## config.mk

```make
export PLATFORM = sky130hd
export DESIGN_NAME = paddle_controller_flat
export DESIGN_NICKNAME = d
export VERILOG_FILES = /design/src/rtl/pong_pkg.sv /design/src/rtl/paddle_controller_if.sv /design/src/rtl/paddle_mover.sv /design/src/rtl/paddle_controller.sv /design/src/flat_wrapper.sv
export SDC_FILE = /design/constraint.sdc
export NUM_CORES = 1
export LEC_CHECK = 0
export ABC_AREA = 1
export CAP_MARGIN = 20
export CORE_ASPECT_RATIO = 1.1
export CORE_UTILIZATION = 55
export DETAILED_ROUTE_END_ITERATION = 7
export DONT_BUFFER_PORTS = 1
export HOLD_SLACK_MARGIN = 0.06
export PLACE_DENSITY = 0.8
export SLEW_MARGIN = 0
export SYNTH_ARGS = -nofsm -noshare
export SYNTH_HDL_FRONTEND = slang
export SYNTH_SLANG_ARGS = --single-unit
export TNS_END_PERCENT = 10
```

## constraint.sdc

```tcl
create_clock -name clk -period 4.21 [get_ports clk]
set_input_delay 0.842 -clock clk [delete_from_list [all_inputs] [get_ports clk]]
set_output_delay 0.842 -clock clk [all_outputs]
set_load 0.01 [all_outputs]
```

## src/rtl/pong_pkg.sv

```systemverilog
// -----------------------------------------------------------------------------
// pong_pkg
//   Definitions shared by the pong game blocks: the paddle controller and the
//   ball mover.
//
//   state_t      : match sequencing state (SERVE / PLAY / OVER).
//   X_MAX, Y_MAX : largest ball coordinate on each axis. The ball wraps past
//                  these, and the paddle controller reads a wrap as a miss.
//   BALL_X_RESET,
//   BALL_Y_RESET : position the ball mover loads while ballResetN is low.
// -----------------------------------------------------------------------------
package pong_pkg;

    typedef enum logic [1:0] {
        SERVE = 2'd0,
        PLAY  = 2'd1,
        OVER  = 2'd2
    } state_t;

    localparam int X_MAX        = 63;
    localparam int Y_MAX        = 31;
    localparam int BALL_X_RESET = 8;
    localparam int BALL_Y_RESET = 4;

endpackage

```

## src/rtl/paddle_controller_if.sv

```systemverilog
// -----------------------------------------------------------------------------
// paddle_controller_if
//   Link between the ball mover and the paddle controller.
//
//   xPosition      : ball column, 0..63       (ball mover -> controller)
//   yPosition      : ball row, 0..31          (ball mover -> controller)
//   isHittingLeft  : ball row lies within the left paddle span
//                                             (controller -> ball mover)
//   isHittingRight : ball row lies within the right paddle span
//                                             (controller -> ball mover)
//   ballResetN     : active-low load that holds the ball at its serve position
//                                             (controller -> ball mover)
//
//   modport master : the ball mover side.
//   modport slave  : the paddle controller side.
// -----------------------------------------------------------------------------
interface paddle_controller_if;

    logic [5:0] xPosition;
    logic [4:0] yPosition;
    logic       isHittingLeft;
    logic       isHittingRight;
    logic       ballResetN;

    modport master (
        output xPosition,
        output yPosition,
        input  isHittingLeft,
        input  isHittingRight,
        input  ballResetN
    );

    modport slave (
        input  xPosition,
        input  yPosition,
        output isHittingLeft,
        output isHittingRight,
        output ballResetN
    );

endinterface

```

## src/rtl/paddle_mover.sv

```systemverilog
// -----------------------------------------------------------------------------
// paddle_mover
//   Holds one paddle's vertical position, moves it in response to the player's
//   buttons, and reports whether the ball row lies within the paddle.
//
//   Parameters
//     PADDLE_LEN : paddle height in rows (1..31).
//
//   Ports
//     clk        in   1 : clock.
//     reset      in   1 : synchronous, active-high reset. The paddle returns
//                         to the centre of the field.
//     tick       in   1 : movement strobe from the shared move divider.
//     enable     in   1 : movement allowed. Low freezes the paddle.
//     hitEnable  in   1 : hit reporting allowed. Low forces isHitting to 0.
//     up         in   1 : player up button, as a level.
//     down       in   1 : player down button, as a level.
//     yPosition  in   5 : ball row.
//     paddleY    out  5 : top row of the paddle.
//     isHitting  out  1 : registered result of the paddle span test.
// -----------------------------------------------------------------------------
module paddle_mover
    import pong_pkg::*;
#(
    parameter int PADDLE_LEN = 6
) (
    input  logic       clk,
    input  logic       reset,
    input  logic       tick,
    input  logic       enable,
    input  logic       hitEnable,
    input  logic       up,
    input  logic       down,
    input  logic [4:0] yPosition,
    output logic [4:0] paddleY,
    output logic       isHitting
);

    // Lowest top row that still keeps the whole paddle on the field.
    localparam logic [4:0] Y_LIMIT = 5'(Y_MAX + 1 - PADDLE_LEN);
    localparam logic [4:0] Y_HOME  = 5'((Y_MAX + 1 - PADDLE_LEN) / 2);

    logic [4:0] r_paddleY;
    logic       r_isHitting;

    logic [5:0] w_top;
    logic [5:0] w_bottom;
    logic [5:0] w_ballRow;
    logic       w_hit;

    // The span test runs in 6 bits. In 5 bits, paddleY + PADDLE_LEN - 1 could
    // wrap past row 31.
    assign w_top     = {1'b0, r_paddleY};
    assign w_bottom  = w_top + 6'(PADDLE_LEN - 1);
    assign w_ballRow = {1'b0, yPosition};
    assign w_hit     = hitEnable && (w_ballRow >= w_top) && (w_ballRow <= w_bottom);

    always_ff @(posedge clk) begin
        if (reset) begin
            r_paddleY   <= Y_HOME;
            r_isHitting <= 1'b0;
        end else begin
            r_isHitting <= w_hit;
            // Pressing both buttons, or neither, holds the paddle still.
            if (enable && tick && (up ^ down)) begin
                if (up) begin
                    if (r_paddleY != 5'd0) begin
                        r_paddleY <= r_paddleY - 5'd1;
                    end
                end else begin
                    if (r_paddleY < Y_LIMIT) begin
                        r_paddleY <= r_paddleY + 5'd1;
                    end
                end
            end
        end
    end

    assign paddleY   = r_paddleY;
    assign isHitting = r_isHitting;

endmodule

```

## src/rtl/paddle_controller.sv

```systemverilog
// -----------------------------------------------------------------------------
// paddle_controller
//   The game-side counterpart to the ball mover. It owns both paddles, detects
//   a miss when the ball coordinate wraps, keeps both scores, and steps the
//   match through serve, play and game over. Between points it holds the ball
//   in its load state.
//
//   Parameters
//     PADDLE_LEN   : paddle height in rows (1..31).
//     MOVE_DIV     : clock cycles per paddle step (>=1).
//     SERVE_CYCLES : cycles that ballResetN stays low before each serve (>=1).
//     WIN_SCORE    : score that ends the game (1..15).
//
//   Ports
//     clk              in   1 : clock.
//     reset            in   1 : synchronous, active-high reset.
//     btnLeftUp/Down   in   1 : left player buttons, already synchronised.
//     btnRightUp/Down  in   1 : right player buttons, already synchronised.
//     ball             slave  : xPosition/yPosition in; isHittingLeft,
//                               isHittingRight and ballResetN out.
//     leftPaddleY      out  5 : top row of the left paddle.
//     rightPaddleY     out  5 : top row of the right paddle.
//     scoreLeft        out  4 : points won by the left player.
//     scoreRight       out  4 : points won by the right player.
//     pointScored      out  1 : one-cycle pulse for each point.
//     gameOver         out  1 : high once a player reaches WIN_SCORE.
// -----------------------------------------------------------------------------
module paddle_controller
    import pong_pkg::*;
#(
    parameter int PADDLE_LEN   = 6,
    parameter int MOVE_DIV     = 4,
    parameter int SERVE_CYCLES = 16,
    parameter int WIN_SCORE    = 9
) (
    input  logic                clk,
    input  logic                reset,
    input  logic                btnLeftUp,
    input  logic                btnLeftDown,
    input  logic                btnRightUp,
    input  logic                btnRightDown,
    paddle_controller_if.slave  ball,
    output logic [4:0]          leftPaddleY,
    output logic [4:0]          rightPaddleY,
    output logic [3:0]          scoreLeft,
    output logic [3:0]          scoreRight,
    output logic                pointScored,
    output logic                gameOver
);

    localparam int MOVE_W  = (MOVE_DIV > 1) ? $clog2(MOVE_DIV) : 1;
    localparam int SERVE_W = (SERVE_CYCLES > 1) ? $clog2(SERVE_CYCLES) : 1;

    localparam logic [MOVE_W-1:0]  MOVE_LAST  = MOVE_W'(MOVE_DIV - 1);
    localparam logic [SERVE_W-1:0] SERVE_LAST = SERVE_W'(SERVE_CYCLES - 1);
    localparam logic [3:0]         WIN        = 4'(WIN_SCORE);
    localparam logic [5:0]         X_EDGE     = 6'(X_MAX);

    state_t              r_state;
    state_t              w_next_state;
    logic [SERVE_W-1:0]  r_serve_cnt;
    logic [MOVE_W-1:0]   r_move_cnt;
    logic [5:0]          r_prevX;
    logic                r_missLeft;
    logic                r_missRight;
    logic [3:0]          r_scoreLeft;
    logic [3:0]          r_scoreRight;
    logic                r_pointScored;

    logic                w_tick;
    logic                w_serve_done;
    logic                w_missLeft;
    logic                w_missRight;
    logic                w_pending;
    logic                w_win;
    logic                w_ballResetN;
    logic                w_gameOver;
    logic                w_moveEn;
    logic                w_hitEn;

    assign w_tick       = (r_move_cnt == MOVE_LAST);
    assign w_serve_done = (r_serve_cnt == SERVE_LAST);
    assign w_pending    = r_missLeft || r_missRight;

    // A miss is the ball wrapping from one edge straight to the other. The
    // search is paused while a detected miss waits to be applied, so one wrap
    // can never score twice.
    assign w_missLeft  = (r_state == PLAY) && !w_pending &&
                         (r_prevX == 6'd0) && (ball.xPosition == X_EDGE);
    assign w_missRight = (r_state == PLAY) && !w_pending &&
                         (r_prevX == X_EDGE) && (ball.xPosition == 6'd0);

    // A left miss is a point for the right player, and a right miss is a point
    // for the left player.
    assign w_win = (r_missLeft  && ((r_scoreRight + 4'd1) == WIN)) ||
                   (r_missRight && ((r_scoreLeft  + 4'd1) == WIN));

    // ---- FSM: state register ----
    always_ff @(posedge clk) begin
        if (reset) begin
            r_state <= SERVE;
        end else begin
            r_state <= w_next_state;
        end
    end

    // ---- FSM: next-state logic ----
    always_comb begin
        w_next_state = r_state;
        case (r_state)
            SERVE: begin
                if (w_serve_done) begin
                    w_next_state = PLAY;
                end
            end
            PLAY: begin
                if (w_pending) begin
                    w_next_state = w_win ? OVER : SERVE;
                end
            end
            OVER: begin
                w_next_state = OVER;
            end
            default: begin
                w_next_state = SERVE;
            end
        endcase
    end

    // ---- FSM: outputs decoded from state ----
    always_comb begin
        w_ballResetN = 1'b0;
        w_gameOver   = 1'b0;
        w_moveEn     = 1'b0;
        w_hitEn      = 1'b0;
        case (r_state)
            SERVE: begin
                w_moveEn = 1'b1;
            end
            PLAY: begin
                w_ballResetN = 1'b1;
                w_moveEn     = 1'b1;
                w_hitEn      = 1'b1;
            end
            OVER: begin
                w_gameOver = 1'b1;
            end
            default: begin
                w_ballResetN = 1'b0;
            end
        endcase
    end

    // Serve timer, move divider, previous x, miss flags and scores.
    always_ff @(posedge clk) begin
        if (reset) begin
            r_serve_cnt   <= '0;
            r_move_cnt    <= '0;
            r_prevX       <= 6'(BALL_X_RESET);
            r_missLeft    <= 1'b0;
            r_missRight   <= 1'b0;
            r_scoreLeft   <= 4'd0;
            r_scoreRight  <= 4'd0;
            r_pointScored <= 1'b0;
        end else begin
            if (r_state == SERVE && !w_serve_done) begin
                r_serve_cnt <= r_serve_cnt + SERVE_W'(1);
            end else begin
                r_serve_cnt <= '0;
            end

            r_move_cnt <= w_tick ? '0 : r_move_cnt + MOVE_W'(1);

            r_prevX       <= ball.xPosition;
            r_missLeft    <= w_missLeft;
            r_missRight   <= w_missRight;
            r_pointScored <= w_pending;

            // Both scores saturate at WIN_SCORE.
            if (r_missLeft && (r_scoreRight < WIN)) begin
                r_scoreRight <= r_scoreRight + 4'd1;
            end
            if (r_missRight && (r_scoreLeft < WIN)) begin
                r_scoreLeft <= r_scoreLeft + 4'd1;
            end
        end
    end

    paddle_mover #(
        .PADDLE_LEN (PADDLE_LEN)
    ) u_left (
        .clk       (clk),
        .reset     (reset),
        .tick      (w_tick),
        .enable    (w_moveEn),
        .hitEnable (w_hitEn),
        .up        (btnLeftUp),
        .down      (btnLeftDown),
        .yPosition (ball.yPosition),
        .paddleY   (leftPaddleY),
        .isHitting (ball.isHittingLeft)
    );

    paddle_mover #(
        .PADDLE_LEN (PADDLE_LEN)
    ) u_right (
        .clk       (clk),
        .reset     (reset),
        .tick      (w_tick),
        .enable    (w_moveEn),
        .hitEnable (w_hitEn),
        .up        (btnRightUp),
        .down      (btnRightDown),
        .yPosition (ball.yPosition),
        .paddleY   (rightPaddleY),
        .isHitting (ball.isHittingRight)
    );

    assign ball.ballResetN = w_ballResetN;
    assign gameOver        = w_gameOver;
    assign scoreLeft       = r_scoreLeft;
    assign scoreRight      = r_scoreRight;
    assign pointScored     = r_pointScored;

endmodule

```

## src/flat_wrapper.sv

```systemverilog
// flat-port wrapper written by rule: the top's interface ports become plain ports
module paddle_controller_flat import pong_pkg::*;
#(
    parameter int PADDLE_LEN   = 6,
    parameter int MOVE_DIV     = 4,
    parameter int SERVE_CYCLES = 16,
    parameter int WIN_SCORE    = 9
)
  (clk, reset, btnLeftUp, btnLeftDown, btnRightUp, btnRightDown, leftPaddleY, rightPaddleY, scoreLeft, scoreRight, pointScored, gameOver, ball_xPosition, ball_yPosition, ball_isHittingLeft, ball_isHittingRight, ball_ballResetN);
  paddle_controller_if ball_i ();
  input  logic clk;
  input  logic reset;
  input  logic btnLeftUp;
  input  logic btnLeftDown;
  input  logic btnRightUp;
  input  logic btnRightDown;
  output logic [4:0] leftPaddleY;
  output logic [4:0] rightPaddleY;
  output logic [3:0] scoreLeft;
  output logic [3:0] scoreRight;
  output logic pointScored;
  output logic gameOver;
  input wire logic [$bits(ball_i.xPosition)-1:0] ball_xPosition;
  input wire logic [$bits(ball_i.yPosition)-1:0] ball_yPosition;
  output wire logic [$bits(ball_i.isHittingLeft)-1:0] ball_isHittingLeft;
  output wire logic [$bits(ball_i.isHittingRight)-1:0] ball_isHittingRight;
  output wire logic [$bits(ball_i.ballResetN)-1:0] ball_ballResetN;
  assign ball_i.xPosition = ball_xPosition;
  assign ball_i.yPosition = ball_yPosition;
  assign ball_isHittingLeft = ball_i.isHittingLeft;
  assign ball_isHittingRight = ball_i.isHittingRight;
  assign ball_ballResetN = ball_i.ballResetN;
  paddle_controller #(.PADDLE_LEN(PADDLE_LEN), .MOVE_DIV(MOVE_DIV), .SERVE_CYCLES(SERVE_CYCLES), .WIN_SCORE(WIN_SCORE)) u_core (.clk(clk), .reset(reset), .btnLeftUp(btnLeftUp), .btnLeftDown(btnLeftDown), .btnRightUp(btnRightUp), .btnRightDown(btnRightDown), .ball(ball_i), .leftPaddleY(leftPaddleY), .rightPaddleY(rightPaddleY), .scoreLeft(scoreLeft), .scoreRight(scoreRight), .pointScored(pointScored), .gameOver(gameOver));
endmodule
```

Word-level counts from Yosys, hierarchy flattened
Index checks and enable logic that the tools add are counted.
- logic and storage cells: 93
- bits of input ports: 17
- flip-flop bits (word level): 37
- add/subtract/negate cells: 10
- equality and inequality tests: 12
- muxes and demuxes: 13
- magnitude comparators: 8
- reduce and logical (&&, ||, !) cells: 34
- bitwise logic cells: 3
- operator list (kind ; number):
    5-bit 2-to-1 mux ; 6
    1-bit logical AND ; 17
    4-bit by 1-bit adder with 4-bit output (second input constant) ; 3
    5-bit by 3-bit adder with 6-bit output (second input constant) ; 2
    4-bit == test (second input constant) ; 3
    6-bit == test (second input constant) ; 2
    5-bit by 6-bit <= comparator with 1-bit output ; 2
    6-bit logical NOT ; 2
    5-bit by 1-bit adder with 5-bit output (second input constant) ; 2
    5-bit greater-or-equal comparator ; 2
    5-bit less-than comparator (second input constant) ; 2
    5-bit nonzero test ; 2
    5-bit by 1-bit subtractor with 5-bit output (second input constant) ; 2
    4-bit less-than comparator (second input constant) ; 2
    2-bit by 1-bit != test with 1-bit output (second input constant) ; 4
    2-bit 2-to-1 mux ; 3
    2-bit one-hot mux with 3 select lines ; 1
    3-bit AND reduction ; 2
    2-bit OR reduction ; 3
    2-bit == test (second input constant) ; 2
    2-bit nonzero test ; 2
    1-bit 2-to-1 mux ; 3
    2-bit by 1-bit adder with 2-bit output (second input constant) ; 1
    2-bit by 1-bit == test with 1-bit output (second input constant) ; 1
    other kinds (6) ; 9

Longest topological paths before layout
Gate-level depths: netlist of the first run.
- depth after elaboration: 7
- mapped depth: 11

Hierarchy
Synthesis of the first run repeated with hierarchy kept, for this count alone.
- cells, all modules: 357
- area, all modules: 2730.1 um^2
- by module, submodules not included (module ; area an instance (um^2) ; times used ; cells each ; sequential area each (um^2)):
    paddle_mover ; 795.8 ; 2 ; 109 ; 120.1
    paddle_controller ; 1138.6 ; 1 ; 139 ; 500.5

Worst setup path before layout of the first run
OpenSTA, ideal clock, no wires.
- path kind: input-to-reg
- start: in btnLeftUp
- end: reg u_core.u_left.r_paddleY[4], in the netlist u_core.u_left.paddleY[4]
- data arrival time: 1766 ps
- stages: 9
- library setup time: 66 ps
- setup slack: 2378 ps
- required time: 4144 ps
- buffers on the path: 0
- cells stage by stage: inv_2 -> fa_1 -> inv_1 -> nand3_1 -> nand2_1 -> nand2_1 -> nand2_1 -> nand3_1 -> a21oi_2
- word-level cells in the longest chain between the ends: 3
- elaborated cells between the ends (all ways): 6
- those cells by class: 1 x eq/ne; 1 x mux; 1 x bitwise; 3 x reduce/logical
- ends and longest elaborated chain (element ; line ; text):
    from (decl) ; flat_wrapper.sv:13 ; input logic btnLeftUp;
    1-bit XOR ; paddle_mover.sv:65 ; if (enable && tick && (up ^ down)) begin
    1-bit logical AND ; paddle_mover.sv:65 ;
    3-bit AND reduction (no line) ; -- ;
    to (signal assigned) ; paddle_mover.sv:68 ; r_paddleY <= r_paddleY - 5'd1;
    to (signal assigned) ; paddle_mover.sv:72 ; r_paddleY <= r_paddleY + 5'd1;
    to (decl) ; paddle_mover.sv:43 ; logic [4:0] r_paddleY;
Parallel ways exist; a longest one is shown, timed or not.
A chain may end at the register's enable or synchronous reset.

Final worst setup path of the first run
- start: reg u_core.u_left.r_paddleY[0], in the netlist u_core.u_left.paddleY[0]
- end: reg u_core.u_left.r_isHitting, in the netlist u_core.u_left.isHitting
- word-level cells in the longest chain between the ends: 3
- elaborated cells between the ends (all ways): 5
- those cells by class: 1 x add/sub; 2 x order compare; 2 x reduce/logical
- ends and longest elaborated chain (element ; line ; text):
    5-bit by 3-bit adder with 6-bit output ; paddle_mover.sv:54 ; assign w_bottom = w_top + 6'(PADDLE_LEN - 1);
    named net u_core.u_left.w_bottom[0] ; paddle_mover.sv:47 ; logic [5:0] w_bottom;
    5-bit by 6-bit <= comparator with 1-bit output ; paddle_mover.sv:56 ; assign w_hit = hitEnable && (w_ballRow >= w_top) && (w_ballRow <= w_bottom);
    1-bit logical AND ; paddle_mover.sv:56 ;
    to (signal assigned) ; paddle_mover.sv:63 ; r_isHitting <= w_hit;
    to (decl) ; paddle_mover.sv:44 ; logic r_isHitting;
The timed path passes the listed nets, and every way through them passes these cells.

==> results of run 1 <==
## path summary, 6_finish.rpt
check	endpoint	slack [ps]	depth (start not counted)
max	u_core.u_left.isHitting	2250	11
min	u_core.r_move_cnt[0]	430	1
max reg2reg	u_core.u_left.isHitting	2250	11
min reg2reg	u_core.r_move_cnt[0]	430	1
## Yosys cell counts
cell type | number | area (sq um)
buf_2 | 3 | 15.01
inv_2 | 4 | 15.01
a21oi_1 | 18 | 90.09
nand3_1 | 24 | 120.1
dfxtp_1 | 37 | 740.7
nor4_1 | 2 | 12.51
nor2_1 | 40 | 150.1
clkbuf_1 | 1 | 3.750
ha_1 | 38 | 475.5
a21oi_2 | 4 | 35.03
a31oi_1 | 1 | 6.260
o22a_2 | 1 | 10.01
nand2_1 | 83 | 311.6
xor2_1 | 11 | 96.34
a211oi_1 | 2 | 15.01
nor3b_1 | 1 | 7.510
inv_1 | 59 | 221.5
nand2_2 | 10 | 62.56
xnor2_1 | 4 | 35.03
nor3_1 | 7 | 35.03
buf_6 | 2 | 22.52
nand4_1 | 7 | 43.79
nor2_2 | 1 | 6.260
o21ai_2 | 1 | 8.760
o21ai_0 | 10 | 50.05
nand2_4 | 1 | 11.26
fa_1 | 2 | 40.04
## routing by layer
metal / routed length [um] / share of wire / vias up / track usage
met3: 265 / 0.050 / 10 / 0.05152
li1: - / - / 1191 / -
met4: 91 / 0.017 / 0 / 0.09028
met5: 0 / 0 / - / 0
met1: 2212 / 0.42 / 1008 / 0.2339
met2: 2727 / 0.51 / 48 / 0.4401
## final cells by class
| cell class | instances | area, sq um | area share |
|---|---|---|---|
| multi-input combinational | 268 | 1623 | 0.5827 |
| sequential | 37 | 740.7 | 0.2659 |
| inverter | 63 | 236.5 | 0.08491 |
| tap | 56 | 70.07 | 0.02516 |
| clock buffer | 5 | 68.82 | 0.02471 |
| clock inverter | 3 | 46.29 | 0.01662 |
## cells by family (layout without fill, tap and decap cells)
| kind of cell | count (synthesis) | in the layout |
|---|---|---|
| xor gates and xnor gates | 15 | 15 |
| DFF | 37 | 37 |
| AOI/OAI and AO/OA | 37 | 37 |
| adders and majority gates | 40 | 40 |
| buffers and inverters | 69 | 71 |
| and+or+nand+nor | 176 | 176 |
## where the power goes
group          internal (mW)  switching (mW)  total, mW
Sequential             0.361          0.0137      0.375
Combinational         0.0523          0.0726      0.125
Clock                  0.177           0.141      0.319
## registers in the layout (all words and copies together) (netlist names)
signal and flops:
u_core.r_missLeft 1, u_core.u_left.paddleY 5, u_core.u_right.isHitting 1, u_core.pointScored 1, u_core.r_prevX 6, u_core.r_move_cnt 2, u_core.u_right.paddleY 5, u_core.r_state 2
u_core.scoreRight 4, u_core.r_serve_cnt 4, u_core.u_left.isHitting 1, u_core.r_missRight 1, u_core.scoreLeft 4
## worst max-delay path: stages, from the launching register on
cell     delay (ps)
dfxtp_1         530
inv_1           170
ha_1            310
inv_1            40
ha_1            280
inv_1            70
nor2_1           40
o21ai_0         150
nand2_1          70
nand2_1          60
nand2_1          50
a21oi_1         110
## stage by stage
| stage | std cells | setup slack [ps] | utilization | hold WS [ps] | cell area (sq um) |
|---|---|---|---|---|---|
| 4_1_cts | 432 | 2243 | 0.6029 | 432.1 | 2785 |
| 3_5_place_dp | 424 | 2275 | 0.5780 | 421.1 | 2670 |
| 5_1_grt | 432 | 2062 | 0.6029 | 448.8 | 2785 |
| 3_3_place_gp | 424 | 2293 | 0.5780 | 409.8 | 2670 |
| 2_1_floorplan | 374 | 2378 | - | 408.4 | 2641 |
| 6_report | 432 | 2253 | 0.6029 | 428.1 | 2785 |
==> impl_results.md, run 1 <==
* Yosys reg bits at 37
* Crit-path max FO at 7
* CP arrival at 2190 ps
* CP startpoint: u_core.u_left.paddleY[0]
* Final hold violations at 0
* Later-pin clock latency in the skew report at 300 ps
* # IOs at 40
* Die height at 74.68 um
* First DRT Iteration DRCs at 98
* Final ANT Viol Nets at 0
* Total chip power at 0.8184 mW
* Peak VDD IR at 0.1815 mV
* Vias in the first global route at 2140
* Maximum level of the CTS H-tree at 2
* Wire length per cell at 12.26 um
* Setup bufs post-CTS at 0
* Syn_area_per_cell at 7.062 sq um
* Row cnt at 26
* CTS resizes at 0
* MaxCap Viol Count at 0
* Via/cell ratio at 5.225
* Syn nets at 431
* First-pass GRT wire length at 8742 um
* F_max at 510.9 MHz
* Share of layout cells above drive strength 1 at 0.07979
* Cts-stage hold buffer count at 0
* TritonCTS clock tree: yes
* Total track usage at 0.2290
* Critical Path RT at 4440 ps
* Slew Limit Fails at 0
* Crit. End Element: register
* Post-Synth XOR/XNOR Area at 0.04974
* Post-Synth Simple-Gate Area at 0.2880
* Kind of critical path: register to register
* Adder-cell share of the synthesized area at 0.1952
* Largest family of logic cells by synthesized area: simple AND/OR/NAND/NOR gates
* Setup-failing EPs final at 0
* Post-synthesis mux area share at 0
* Status: complete, no violations
* Hold Path Class: register to register
* DRC at 0
* Initial core utilization at 0.5718
* TritonRoute pass-1 iters at 4
* Nets at 432
* Cts bufs inserted at 5
* Clk slew on worst S/H paths at 90 ps
* Static Leak at 1.443 nW
* Highest-count cells in the layout ignoring fill and taps: 83 x nand2_1, 59 x inv_1, 40 x nor2_1, 38 x ha_1, 37 x dfxtp_1
* # diodes at 0
* Layout fillers at 431
* Total grt overflow at 0
* Tmin final at 1957 ps
* Routability cong. at 0.8251
* Port bufs at 0
* Chip width at 68.08 um
* Min-delay src: u_core.r_move_cnt[0]
* Period utilization at 0.4649
* Area Overhead vs Synth at 5.448%
* Synth Instances at 374
* RSZ-0062 raised after global routing: false
* DP HPWL at 4132 um
* Setup Skew at 11.87 ps
* CTS Buffer Depth at 2
* Cell area after synthesis at 2641 sq um
* Setup_tns at 0 ps
* Clock root buffer: clkbuf_8
* Relative slew slack at 0.6725
* Vias at 2257
* Compound-cell area share of the yosys netlist at 0.08148
* Die area at 5084 sq um
* Core area at 4619 sq um
* Pwr Density at 293.8 nW/um^2
* Synthesis warning total at 0
* Tightest Pin Transition at 490.8 ps
* Clk sinks at 37
* Crit start category: register
* Final WL at 5296 um
* Most common cell after layout, fill and taps aside: nand2_1
* Synth unique cells at 27
* Initial antenna violation count at 0
* Largest net degree at the start of global routing at 17
* Worst r2r src: u_core.u_left.paddleY[0]
* Post-synthesis sequential area ratio at 0.2804
(Power assumes the default switching activity.)
==> inputs of run 2 (changes only) <==
clock period = 1.9 ns   (was 4.21 ns; I/O delays follow)
==> run 2 against run 1 <==
Sequential power is 120% higher. Final cell count rose by 2.3%. Largest power group unchanged. Sequential cell count did not move. Cell area up 2.8%. Register-to-register slack worse by 2100 ps. Count of clock-buffer cells in the layout stayed put. Clock power rose by 120%. Worst setup slack worse by 2100 ps. Total power increased by 120%. Global-route usage up 1.1 points. First-iteration DRC count decreased by 10%. Worst hold slack worse by 290 ps.
==> impl_results.md, run 2 (synthesis results as in run 1) <==
* Status: complete, no violations
* # diodes at 0
* Row cnt at 26
* Worst setup margin at 173.3 ps
* Seq. cell area at 743.2 sq um
* Routability cong. at 0.8640
* Worst r2r src: u_core.u_right.paddleY[0]
* Highest-count cells in the layout ignoring fill and taps: 83 x nand2_1, 59 x inv_1, 40 x nor2_1, 38 x ha_1, 35 x dfxtp_1
* Crit start category: register
* Fin util at 0.6197
* Later-pin clock latency in the skew report at 290 ps
* Worst Path Buf+Inv at 3
* F_max at 579.1 MHz
* Register-to-Register Path Depth at 11
* Clock network power share at 0.383
* Largest Register: u_core.r_prevX
* Wire length per cell at 12.13 um
* Hold depth at 1
* Flop pwr share at 0.453
* CP arrival at 1950 ps
* Maximum level of the CTS H-tree at 2
* Period utilization at 0.9088
* Net Sw Frac at 0.2732
* Internal power at 1.319 mW
* Kind of critical path: register to register
* RSZ-0062 raised after global routing: false
* Slowest CP cell: dfxtp_1
* Hold Path Class: input port to register
* Post-place setup slack at 163.1 ps
* TritonRoute pass-1 iters at 4
* Peak VDD IR at 0.4279 mV
* Multi-input logic area at 1623 sq um
* First DRT Iteration DRCs at 88
* Core area at 4619 sq um
* Crit. End Element: register
* DRC at 0
* Relative slew slack at 0.6478
* Die height at 74.68 um
* First-pass GRT wire length at 9121 um
* Crit-path cells: inv_1 -> ha_1 -> inv_1 -> ha_1 -> inv_1 -> nor2_1 -> o21ai_0 -> nand2_1 -> nand2_1 -> nand2_1 -> a21oi_1
* Switching pwr at 0.4959 mW
* Via/cell ratio at 5.124
* Clk sinks at 37
* Final hold violations at 0
* Max reg flops at 6
* CP top delay family: adder cells
* Vias in the first global route at 2290
* Most common cell after layout, fill and taps aside: nand2_1
* Slew Limit Fails at 0
* Final WL at 5363 um
* RR Endpoint: u_core.u_right.isHitting
* Share of layout cells above drive strength 1 at 0.1088
* Setup bufs post-CTS at 0
* Hold EP: u_core.u_left.paddleY[4]
* Clock root buffer: clkbuf_8
* Initial antenna violation count at 0
* Tightest Pin Transition at 527.7 ps
* DP HPWL at 4267 um
* Min-delay src: reset
* Largest net degree at the start of global routing at 17
* Reg2Reg Setup Slack at 170 ps
* Cts bufs inserted at 5
* Pwr Density at 633.9 nW/um^2
* # IOs at 40
* Port bufs at 0
* Setup_tns at 0 ps
* Total track usage at 0.2397
* Layout fillers at 438
* Crit-path max FO at 5
* Total grt overflow at 0
* Clk slew on worst S/H paths at 80 ps
* Die area at 5084 sq um
* Setup Skew at 5.159 ps
* Area Overhead vs Synth at 8.385%
* Initial core utilization at 0.5718
* Chip width at 68.08 um
* Setup-failing EPs final at 0
* Critical Path RT at 2130 ps
* CTS Buffer Depth at 2
* Hold slack final at 140.9 ps
* MaxCap Viol Count at 0
* TritonCTS clock tree: yes
* Nets at 442
* Critical path's largest stage delay at 380 ps
* Vias at 2265
* Static Leak at 1.490 nW
* Tmin final at 1727 ps
* Combinational power share at 0.164
* Final ANT Viol Nets at 0
## run 2: power groups by stage
| stage | combinational, mW | clock, mW | sequential, mW |
|---|---|---|---|
| final | 0.297 | 0.695 | 0.823 |
| after global routing | 0.354 | 0.747 | 0.826 |
| after CTS | 0.298 | 0.715 | 0.822 |
| after detailed placement | 0.296 | 0 | 0.840 |
| after global placement | 0.285 | 0 | 0.839 |
| after floorplan | 0.239 | 0 | 0.839 |
## run 2: worst max-delay path by stage
stage | start | end | slack (ps) | cells past startpoint
after CTS | u_core.u_left.paddleY[1] | u_core.u_left.isHitting | 150 | 11
final | u_core.u_right.paddleY[0] | u_core.u_right.isHitting | 170 | 11
after floorplan | u_core.u_right.paddleY[0] | u_core.u_right.isHitting | 210 | 11
after detailed placement | u_core.u_left.paddleY[1] | u_core.u_left.isHitting | 160 | 11
after global routing | u_core.u_right.paddleY[0] | u_core.u_right.isHitting | 20 | 11
after global placement | u_core.u_left.paddleY[0] | u_core.u_left.isHitting | 250 | 11
## run 2: worst reg2reg max path: cells and delay by family, from the launching register on
family | cells | cell delay, ps
adder cells (fa/ha/maj) | 2 | 590
buffers and inverters | 3 | 230
AND/OR/NAND/NOR | 4 | 210
AO/OA/AOI/OAI | 2 | 260
flip-flops | 1 | 380
## run 2: metal layers
layer / vias up / GRT usage / part of all wire
met2: 37 / 0.4586 / 0.51
met1: 1019 / 0.2469 / 0.44
met3: 5 / 0.05152 / 0.037
met5: - / 0 / 0
met4: 0 / 0.09722 / 0.013
li1: 1204 / - / -
## run 2: final cells by class
cell class,count,area share
multi-input combinational,268,0.5669
sequential,37,0.2596
inverter,63,0.08260
timing repair buffer,10,0.02622
tap,56,0.02448
clock buffer,5,0.02404
clock inverter,3,0.01617
## run 2: timing repair
action | in CTS | in global routing
endpoints found under the setup margin | 0 | 1
resized for setup | 0 | 2
hold buffers | 0 | 0
hold endpoints to repair | 0 | 0
## run 2: metrics by stage
stage / cells / total power, mW / cell area, sq um
3_3_place_gp: 434 / 1.124 / 2745
3_5_place_dp: 434 / 1.136 / 2745
6_report: 442 / 1.815 / 2863
4_1_cts: 442 / 1.835 / 2860
2_1_floorplan: 374 / 1.078 / 2641
5_1_grt: 442 / 1.927 / 2863
==> inputs of run 3 (changes only) <==
SYNTH_HIERARCHICAL = 1   (was not set)
TNS_END_PERCENT = 5   (was 10)
==> run 3 against run 2 <==
Register-to-register slack barely moved. Count of clock-buffer cells in the layout did not move. Fmax rose by 0.45%. Largest power group unchanged. Largest cell class unchanged.
==> impl_results.md, run 3 <==
* RR Endpoint: u_core/u_left/isHitting
* Relative slew slack at 0.7904
* Syn nets at 414
* Largest Register: u_core/r_prevX
* Largest net degree at the start of global routing at 19
* Synth Instances at 357
* Post-synthesis mux area share at 0
* Net Sw Frac at 0.2573
* Nets at 424
* Initial core utilization at 0.5788
* Most common cell after layout, fill and taps aside: nand2_1
* Total track usage at 0.2136
* Vias at 2262
* Top cells by area, synth: dfxtp_1 27%, ha_1 17%, nand2_1 8.4%
* Hold depth at 1
* Post-Synth XOR/XNOR Area at 0.04170
* Synthesis warning total at 6
* Ys flop type: dfxtp_1
* Switching pwr at 0.4503 mW
* Vias in the first global route at 2125
* Min-delay src: reset
* Via/cell ratio at 5.348
* Later-pin clock latency in the skew report at 290 ps
* First DRT Iteration DRCs at 58
* Top post-synthesis cells by count: 61 x nand2_1, 50 x inv_1, 38 x ha_1
* Status: complete, no violations
* Port bufs at 0
* Syn_area_per_cell at 7.647 sq um
* CTS Buffer Depth at 2
* Total grt overflow at 0
* Setup-failing EPs final at 0
* Kind of critical path: register to register
* Yosys reg bits at 37
* Adder-cell share of the synthesized area at 0.1888
* Flop pwr share at 0.469
* Row cnt at 26
* Setup Skew at 7.921 ps
* Share of layout cells above drive strength 1 at 0.1635
* Reg2Reg Setup Slack at 180 ps
* Highest-count cells in the layout ignoring fill and taps: 61 x nand2_1, 50 x inv_1, 38 x ha_1, 35 x dfxtp_1, 27 x nand3_1
* Internal power at 1.300 mW
* Top cell type's share of synthesized area at 0.2713
* Tightest Pin Transition at 312.1 ps
* Maximum level of the CTS H-tree at 2
* Largest family of logic cells by synthesized area: simple AND/OR/NAND/NOR gates
* Final WL at 5364 um
* CP arrival at 1940 ps
* Pwr Density at 601.3 nW/um^2
* Clk slew on worst S/H paths at 70 ps
* DP HPWL at 4221 um
* MaxCap Viol Count at 0
* Die area at 5250 sq um
* Initial antenna violation count at 0
* Setup_tns at 0 ps
* Crit start category: register
* Hold EP: u_core/u_left/paddleY[4]
* Cts-stage hold buffer count at 0
* First-pass GRT wire length at 8949 um
* Wire length per cell at 12.68 um
* Synth unique cells at 36
* Max reg flops at 6
* Register-to-Register Path Depth at 11
* Biggest area consumer among synthesized cells: dfxtp_1
* Critical Path RT at 2120 ps
* Routability cong. at 0.8367
* Clk sinks at 37
* DRC at 0
* # diodes at 0
* Peak VDD IR at 0.3411 mV
* Slew Limit Fails at 0
* Share of flip-flops with an asynchronous set or reset at 0
* TritonCTS clock tree: yes
* Clock root buffer: clkbuf_8
* Core area at 4717 sq um
* Area Overhead vs Synth at 6.599%
* Crit. End Element: register
* Fin util at 0.6170
* Hold Path Class: input port to register
* Combinational power share at 0.159
* # IOs at 40
* Tmin final at 1719 ps
* Clock network power share at 0.373
* Crit-path max FO at 6
* Compound-cell area share of the yosys netlist at 0.1132
* Post-synth EDFFs at 0
* Static Leak at 1.432 nW
* Layout fillers at 445
* F_max at 581.8 MHz
* TritonRoute pass-1 iters at 4
* Hold slack final at 144.1 ps
* RSZ-0062 raised after global routing: false
* Final hold violations at 0
* Cts bufs inserted at 5
* Post-Synth Simple-Gate Area at 0.2805
* Die height at 75.90 um
* Final ANT Viol Nets at 0
* Most frequent cell after synthesis: nand2_1
* Chip width at 69.18 um
* Worst r2r src: u_core/u_left/paddleY[0]
* Post-synthesis sequential area ratio at 0.2713
* Period utilization at 0.9047
* Cell area after synthesis at 2730 sq um
[run 3: cell count changes after synthesis, moves of 5 or more]
cell / delta
nor3_1: -5
nand2_1: -22
inv_1: -9
nor2_1: -14
o21ai_1: +5
[run 3: area by class of cell]
class	instances	area, sq um	area share
inverters	57	214.0	0.07352
flip-flops and latches	37	743.2	0.2554
well taps	56	70.07	0.02408
repair buffers	10	75.07	0.02580
clock inverters	2	35.03	0.01204
clock buffers	5	68.82	0.02365
multi-input cells	256	1704	0.5856
[run 3: metal layers]
| layer | global-route usage | vias up | wire [um] |
|---|---|---|---|
| li1 | - | 1175 | - |
| met3 | 0.04762 | 9 | 204 |
| met5 | 0 | - | 0 |
| met4 | 0.06576 | 0 | 81 |
| met1 | 0.2409 | 1031 | 2363 |
| met2 | 0.4078 | 47 | 2714 |
[run 3: worst max-delay path by stage]
stage,from,cells past startpoint,endpoint
floorplan,u_core/u_left/paddleY[0],11,u_core/u_left/isHitting
finish,u_core/u_left/paddleY[0],11,u_core/u_left/isHitting
global placement,u_core/u_left/paddleY[0],11,u_core/u_left/isHitting
global route,u_core/u_left/paddleY[0],11,u_core/u_left/isHitting
detailed placement,u_core/u_left/paddleY[0],11,u_core/u_left/isHitting
CTS,u_core/u_left/paddleY[0],11,u_core/u_left/isHitting
[run 3: what timing repair did]
action | in CTS | in global routing
buffers inserted | 0 | 0
endpoints found under the setup margin | 0 | 1
resized for setup | 0 | 2
[run 3: per-stage QoR]
| step | worst slack [ps] | power [mW] | cells | instance area [sq um] |
|---|---|---|---|---|
| CTS | 98.67 | 1.764 | 423 | 2908 |
| detailed placement | 156.7 | 1.112 | 416 | 2804 |
| global route | 32.35 | 1.844 | 423 | 2910 |
| finish | 181.1 | 1.750 | 423 | 2910 |
| floorplan | 219.1 | 1.067 | 357 | 2730 |
| global placement | 226.3 | 1.099 | 416 | 2804 |
[run 3: power by group through the flow]
stage | Sequential [mW] | Clock (mW) | Combinational [mW]
6_report | 0.820 | 0.652 | 0.278
5_1_grt | 0.823 | 0.700 | 0.321
4_1_cts | 0.820 | 0.668 | 0.277
3_5_place_dp | 0.838 | 0 | 0.274
3_3_place_gp | 0.836 | 0 | 0.263
2_1_floorplan | 0.836 | 0 | 0.230
[run 3: cells by family (layout without fill, tap and decap cells)]
family	Yosys count	count (layout)
buffers and inverters	64	74
adder cells (fa/ha/maj)	40	40
AO/OA/AOI/OAI	49	49
XOR/XNOR	13	13
AND/OR/NAND/NOR	154	154
flip-flops	37	37
[run 3: worst max-delay path, stage by stage (launching register included)]
cell and delay (ps):
dfxtp_2 380, inv_1 120, ha_1 310, inv_1 50, ha_1 280, inv_1 60, nor2_1 30, o21ai_0 130
nand2_1 70, nand2_1 60, nand2_1 40, a21oi_1 120
